<file path="config.mk">
export PLATFORM = sky130hd
export DESIGN_NAME = register_file_sb_flat
export DESIGN_NICKNAME = d
export VERILOG_FILES = /design/src/rtl/register_file_sb_if.sv /design/src/rtl/register_file_sb.sv /design/src/flat_wrapper.sv
export SDC_FILE = /design/constraint.sdc
export NUM_CORES = 2
export LEC_CHECK = 0
export BUFFER_PORTS_ARGS = -buffer_cell sky130_fd_sc_hd__buf_4
export CAP_MARGIN = 0
export CORE_MARGIN = 4
export CORE_UTILIZATION = 60
export CTS_CLUSTER_DIAMETER = 200
export DETAILED_ROUTE_END_ITERATION = 16
export HOLD_SLACK_MARGIN = 0.03
export MAX_ROUTING_LAYER = met4
export PLACE_DENSITY = 0.77
export SLEW_MARGIN = 20
export SYNTH_ARGS = -nofsm -noshare
export SYNTH_HDL_FRONTEND = slang
export SYNTH_SLANG_ARGS = --single-unit
</file>
<file path="constraint.sdc">
create_clock -name clk -period 75.3 [get_ports clk]
set_input_delay 7.53 -clock clk [delete_from_list [all_inputs] [get_ports clk]]
set_output_delay 7.53 -clock clk [all_outputs]
set_load 0.01 [all_outputs]
</file>
<file path="src/rtl/register_file_sb_if.sv">
// register_file_sb_if -- bundles the register-file/scoreboard bus.
// Ports (all signals visible through the modports):
//   Writeback : RegWriteW, RDW[4:0], ResultW[31:0]
//   Read      : A1[4:0], A2[4:0] -> RD1[31:0], RD2[31:0]
//   Scoreboard: IssueEn, IssueRd[4:0], ReleaseEn, ReleaseRd[4:0]
//               -> Busy1, Busy2, SbOverflow
// master drives the pipeline side; slave is the register file itself.
interface register_file_sb_if;
  logic        RegWriteW;
  logic [4:0]  RDW;
  logic [31:0] ResultW;
  logic [4:0]  A1;
  logic [4:0]  A2;
  logic [31:0] RD1;
  logic [31:0] RD2;
  logic        IssueEn;
  logic [4:0]  IssueRd;
  logic        ReleaseEn;
  logic [4:0]  ReleaseRd;
  logic        Busy1;
  logic        Busy2;
  logic        SbOverflow;

  modport master (
    output RegWriteW, RDW, ResultW, A1, A2, IssueEn, IssueRd, ReleaseEn, ReleaseRd,
    input  RD1, RD2, Busy1, Busy2, SbOverflow
  );

  modport slave (
    input  RegWriteW, RDW, ResultW, A1, A2, IssueEn, IssueRd, ReleaseEn, ReleaseRd,
    output RD1, RD2, Busy1, Busy2, SbOverflow
  );
endinterface

</file>
<file path="src/rtl/register_file_sb.sv">
// register_file_sb -- 31 x 32-bit register file (x0 hardwired to zero) with a
// per-register 2-bit outstanding-producer scoreboard.
// Ports:
//   clk  : rising-edge clock
//   rst  : asynchronous active-high reset (clears registers, counters, flag)
//   bus  : register_file_sb_if.slave (writeback, two read ports, issue/release,
//          Busy1/Busy2 and sticky SbOverflow)
// Optional feature: define RF_WRITE_BYPASS_EN to forward ResultW to a matching
// read port in the same cycle and drop Busy for a producer retiring this edge.
module register_file_sb (
  input logic               clk,
  input logic               rst,
  register_file_sb_if.slave bus
);

  // Entry 0 exists only so reads can index directly; it is never written.
  logic [31:0] r_regs [0:31];
  logic [1:0]  r_cnt  [0:31];
  logic        r_sb_overflow;

  logic [1:0]  w_cnt_d [0:31];
  logic [2:0]  w_sum   [0:31];
  logic [1:0]  w_dec   [0:31];
  logic [2:0]  w_diff  [0:31];
  logic        w_ovf_event;
  logic        w_wr_en;

  assign w_wr_en = bus.RegWriteW && (bus.RDW != 5'd0);

  // Next counter value per register: cnt + inc - dec, saturating at 0 and 3.
  always_comb begin
    w_ovf_event = 1'b0;
    for (int r = 0; r < 32; r++) begin
      w_sum[r]   = 3'd0;
      w_dec[r]   = 2'd0;
      w_diff[r]  = 3'd0;
      w_cnt_d[r] = r_cnt[r];
    end
    for (int r = 1; r < 32; r++) begin
      w_sum[r] = {1'b0, r_cnt[r]} +
                 {2'b00, (bus.IssueEn && (bus.IssueRd == 5'(r)))};
      w_dec[r] = {1'b0, (bus.RegWriteW && (bus.RDW == 5'(r)))} +
                 {1'b0, (bus.ReleaseEn && (bus.ReleaseRd == 5'(r)))};
      w_diff[r] = w_sum[r] - {1'b0, w_dec[r]};
      if (w_sum[r] < {1'b0, w_dec[r]}) begin
        w_cnt_d[r]  = 2'd0;
        w_ovf_event = 1'b1;
      end else if (w_diff[r] > 3'd3) begin
        w_cnt_d[r]  = 2'd3;
        w_ovf_event = 1'b1;
      end else begin
        w_cnt_d[r] = w_diff[r][1:0];
      end
    end
  end

  always_ff @(posedge clk or posedge rst) begin
    if (rst) begin
      for (int r = 0; r < 32; r++) begin
        r_regs[r] <= 32'd0;
        r_cnt[r]  <= 2'd0;
      end
      r_sb_overflow <= 1'b0;
    end else begin
      if (w_wr_en) begin
        r_regs[bus.RDW] <= bus.ResultW;
      end
      for (int r = 1; r < 32; r++) begin
        r_cnt[r] <= w_cnt_d[r];
      end
      if (w_ovf_event) begin
        r_sb_overflow <= 1'b1;
      end
    end
  end

  logic w_busy1_raw;
  logic w_busy2_raw;

  assign w_busy1_raw = (bus.A1 != 5'd0) && (r_cnt[bus.A1] != 2'd0);
  assign w_busy2_raw = (bus.A2 != 5'd0) && (r_cnt[bus.A2] != 2'd0);

`ifdef RF_WRITE_BYPASS_EN
  logic w_hit1;
  logic w_hit2;

  // Bypass is suppressed during reset so reads stay zero.
  assign w_hit1 = !rst && w_wr_en && (bus.RDW == bus.A1);
  assign w_hit2 = !rst && w_wr_en && (bus.RDW == bus.A2);

  assign bus.RD1 = w_hit1 ? bus.ResultW : ((bus.A1 == 5'd0) ? 32'd0 : r_regs[bus.A1]);
  assign bus.RD2 = w_hit2 ? bus.ResultW : ((bus.A2 == 5'd0) ? 32'd0 : r_regs[bus.A2]);

  // The last producer is retiring this edge: the forwarded value is final.
  assign bus.Busy1 = w_busy1_raw &&
                     !(w_hit1 && (r_cnt[bus.A1] == 2'd1) && (w_cnt_d[bus.A1] == 2'd0));
  assign bus.Busy2 = w_busy2_raw &&
                     !(w_hit2 && (r_cnt[bus.A2] == 2'd1) && (w_cnt_d[bus.A2] == 2'd0));
`else
  assign bus.RD1   = (bus.A1 == 5'd0) ? 32'd0 : r_regs[bus.A1];
  assign bus.RD2   = (bus.A2 == 5'd0) ? 32'd0 : r_regs[bus.A2];
  assign bus.Busy1 = w_busy1_raw;
  assign bus.Busy2 = w_busy2_raw;
`endif

  assign bus.SbOverflow = r_sb_overflow;

endmodule

</file>
<file path="src/flat_wrapper.sv">
// flat-port wrapper written by rule: the top's interface ports become plain ports
module register_file_sb_flat 
  (clk, rst, bus_RegWriteW, bus_RDW, bus_ResultW, bus_A1, bus_A2, bus_IssueEn, bus_IssueRd, bus_ReleaseEn, bus_ReleaseRd, bus_RD1, bus_RD2, bus_Busy1, bus_Busy2, bus_SbOverflow);
  register_file_sb_if bus_i ();
  input logic clk;
  input logic rst;
  input wire logic [$bits(bus_i.RegWriteW)-1:0] bus_RegWriteW;
  input wire logic [$bits(bus_i.RDW)-1:0] bus_RDW;
  input wire logic [$bits(bus_i.ResultW)-1:0] bus_ResultW;
  input wire logic [$bits(bus_i.A1)-1:0] bus_A1;
  input wire logic [$bits(bus_i.A2)-1:0] bus_A2;
  input wire logic [$bits(bus_i.IssueEn)-1:0] bus_IssueEn;
  input wire logic [$bits(bus_i.IssueRd)-1:0] bus_IssueRd;
  input wire logic [$bits(bus_i.ReleaseEn)-1:0] bus_ReleaseEn;
  input wire logic [$bits(bus_i.ReleaseRd)-1:0] bus_ReleaseRd;
  output wire logic [$bits(bus_i.RD1)-1:0] bus_RD1;
  output wire logic [$bits(bus_i.RD2)-1:0] bus_RD2;
  output wire logic [$bits(bus_i.Busy1)-1:0] bus_Busy1;
  output wire logic [$bits(bus_i.Busy2)-1:0] bus_Busy2;
  output wire logic [$bits(bus_i.SbOverflow)-1:0] bus_SbOverflow;
  assign bus_i.RegWriteW = bus_RegWriteW;
  assign bus_i.RDW = bus_RDW;
  assign bus_i.ResultW = bus_ResultW;
  assign bus_i.A1 = bus_A1;
  assign bus_i.A2 = bus_A2;
  assign bus_i.IssueEn = bus_IssueEn;
  assign bus_i.IssueRd = bus_IssueRd;
  assign bus_i.ReleaseEn = bus_ReleaseEn;
  assign bus_i.ReleaseRd = bus_ReleaseRd;
  assign bus_RD1 = bus_i.RD1;
  assign bus_RD2 = bus_i.RD2;
  assign bus_Busy1 = bus_i.Busy1;
  assign bus_Busy2 = bus_i.Busy2;
  assign bus_SbOverflow = bus_i.SbOverflow;
  register_file_sb u_core (.clk(clk), .rst(rst), .bus(bus_i));
endmodule
</file>
==> metrics.yaml <==
outcome:
  status: "finished, final reports clean"
sta:
  worst_hold_slack_ps: 394
  setup_viol: 0
  final_hold_viol_count: 0
  slew-limit-headroom: 0.163
  rsz0062_at_grt: "no"
  fmax_mhz: 51.9
  period_share: 0.256
  tightest_slew_ps: 1250
  fin_crit_ps: 19270
  drv_slew: 0
  finClkSkew_ps: 17.7
  setup_tns_ps: 0
global_routing:
  grt_pass1_wl_um: 285000
  gr-total-overflow: 0
  antenna_found_initial: 17
  grt_max_degree: 181
  grt_use_total: 0.370
  first_global_vias: 44146
place:
  dp_hpwl_um: 108000
  place.gp.congestion: 0.906
  port_buffers: 128
finish:
  area_growth_pct: 8.94
  layout.cells.most_common_list: "1098 x nand2_1, 1087 x dfrtp_1, 630 x mux2_2, 553 x mux4_2, 201 x buf_4"
  drive_above_1_share: 0.336
  final_common_cell: "nand2_1"
  nets: 4989
yosys:
  async_flop_share: 1.00
  yosysUniqueCellTypes: 54
  yosysWarningCount: 2
  synth_area_leaders: "dfrtp_1 45%, mux4_2 20%, mux2_2 12%"
  yosysTopAreaCell: "dfrtp_1"
  synth_edf_count: 0
  ys_ff_latch: 1087
  synth_flop_cell: "dfrtp_1"
  netlist_instances: 4865
  syn_nets: 5113
  ys_seq_area_frac: 0.446
  synth_area_um2: 61000
  synth_top_area_frac: 0.446
  synth.avg_cell_area_um2: 12.5
critical_path:
  path_cells: "buf_8 -> buf_12 -> buf_4 -> nor3_1 -> or3_2 -> buf_4 -> o22ai_1 -> a21o_1 -> buf_4"
  critPathCaptureType: "output pin"
  crit_path_top_delay_cell: "buf_4"
  required_ps: 67770
  startpoint_type: "input pin"
  path_class: "input pin to output pin"
  path_common_cell: "buf_4"
  worstPathArrival_ps: 11740
  worstPathMaxFanout: 94
  slowest_delay_ps: 910
pwr:
  p_per_area_nw_per_um2: 26.6
  p_leak_nw: 30.4
  peakVddDrop_uv: 20.4
clock_tree:
  clockRootBuffer: "clkbuf_16"
  cts_hold_buf: 0
  clock_latency_ps: 700
  clk_pin_slew_ps: 60
  cts_setup_buffers: 0
  cts_resized: 0
  cts_buffer_depth: 3
  cts_inserted_buffers: 113
  cts_sinks: 1087
  htree_levels: 3
  cts_tree: "done"
die:
  die_y_um: 327
  start_util: 0.607
  rows: 116
  coreArea_um2: 100000
  die_w_um: 327
  ios: 129
  die_area_um2: 107000
route:
  drt_first_pass_iters: 5
  wl_um: 190000
  vias: 43279
  drc: 0
  avgViaCountPerCell: 6.97
  drt_iter0_drc: 5689
  wl_per_cell_um: 30.7
  ant_nets: 0
min_path:
  hp-class: "flop to flop"
flow_run:
  maxCapViolations: 0
power by group:
group / leakage, nW / internal, mW / switching [mW]
clock network: 1.83 / 0.331 / 0.242
logic: 14.5 / 0.223 / 0.186
registers: 14.0 / 0.700 / 0.0888
registers in the layout, indices dropped and copies added (netlist names):
name	count
u_core.r_cnt	62
u_core.bus.SbOverflow	1
u_core.r_regs	1024
metrics by stage:
step / worst slack, ps / total power [mW] / cell area [µm²] / utilization / instances
floorplan: 37170 / 1.08 / 61000 / - / 4865
global placement: 56130 / 1.17 / 62600 / 0.624 / 5983
detailed placement: 56090 / 1.20 / 62600 / 0.624 / 5983
CTS: 56090 / 1.77 / 66400 / 0.661 / 6186
global route: 55760 / 1.84 / 66400 / 0.661 / 6201
finish: 56030 / 1.77 / 66400 / 0.662 / 6206
layer usage:
metal  part of all wire  vias up  global-route usage
met4              0.062        0               0.193
li1                   -    17287                   -
met1               0.36    22314               0.473
met5                  0        -                   -
met2               0.45     2968               0.546
met3               0.13      710               0.106
synthesized netlist by cell type (30+ instances only):
master	instances
ha_1	124
o21a_1	33
mux2i_1	98
fa_1	62
mux4_2	553
a22oi_1	30
a31oi_1	34
buf_1	70
nand2_1	1113
nor2_1	115
buf_2	105
mux2_2	630
inv_1	142
a21oi_1	101
a221oi_1	36
o22ai_1	34
dfrtp_1	1087
clkbuf_1	256
a21o_1	42
critical path: cells and delay by family:
kind            cells  cell delay [ps]
compound gates      2              590
simple gates        2              580
buf+inv             5             2720
final timing paths:
path | start | end | cells past startpoint | slack, ps
max in group asynchronous | rst | u_core.r_regs[1010]$_DFFE_PP0P_ | 7 | 63820
worst max-delay path | bus_A2[0] | bus_RD2[6] | 9 | 56030
worst min register to register | u_core.r_regs[1017]$_DFFE_PP0P_ | u_core.r_regs[1017]$_DFFE_PP0P_ | 0 | 390
worst min-delay path | u_core.r_regs[1017]$_DFFE_PP0P_ | u_core.r_regs[1017]$_DFFE_PP0P_ | 0 | 390
min in group asynchronous | rst | u_core.r_regs[316]$_DFFE_PP0P_ | 2 | 6960
worst max register to register | u_core.r_cnt[58]$_DFF_PP0_ | u_core.bus.SbOverflow$_DFFE_PP0P_ | 8 | 72090
final cells by class:
type | instances | area, µm²
fillers | 7135 | 34000
multi-input cells | 3186 | 31500
flip-flops and latches | 1087 | 27200
clock buffers | 166 | 3280
well taps | 1357 | 1700
repair buffers | 211 | 1680
inverters | 142 | 542
clock inverters | 37 | 475
diodes | 20 | 50.0
kinds of logic (layout without fill, tap and decap cells):
kind of cell,Yosys count,count (layout),share of synthesized area
flops,1087,1087,0.446
buf+inv,592,556,0.0406
simple gates,1315,1315,0.0843
compound gates,363,363,0.0405
xor+xnor,31,31,0.00445
fa+ha+maj,186,186,0.0458
mux,1291,1291,0.338
other cells,0,20,0
Note: power is estimated with default switching activity, not from simulation.
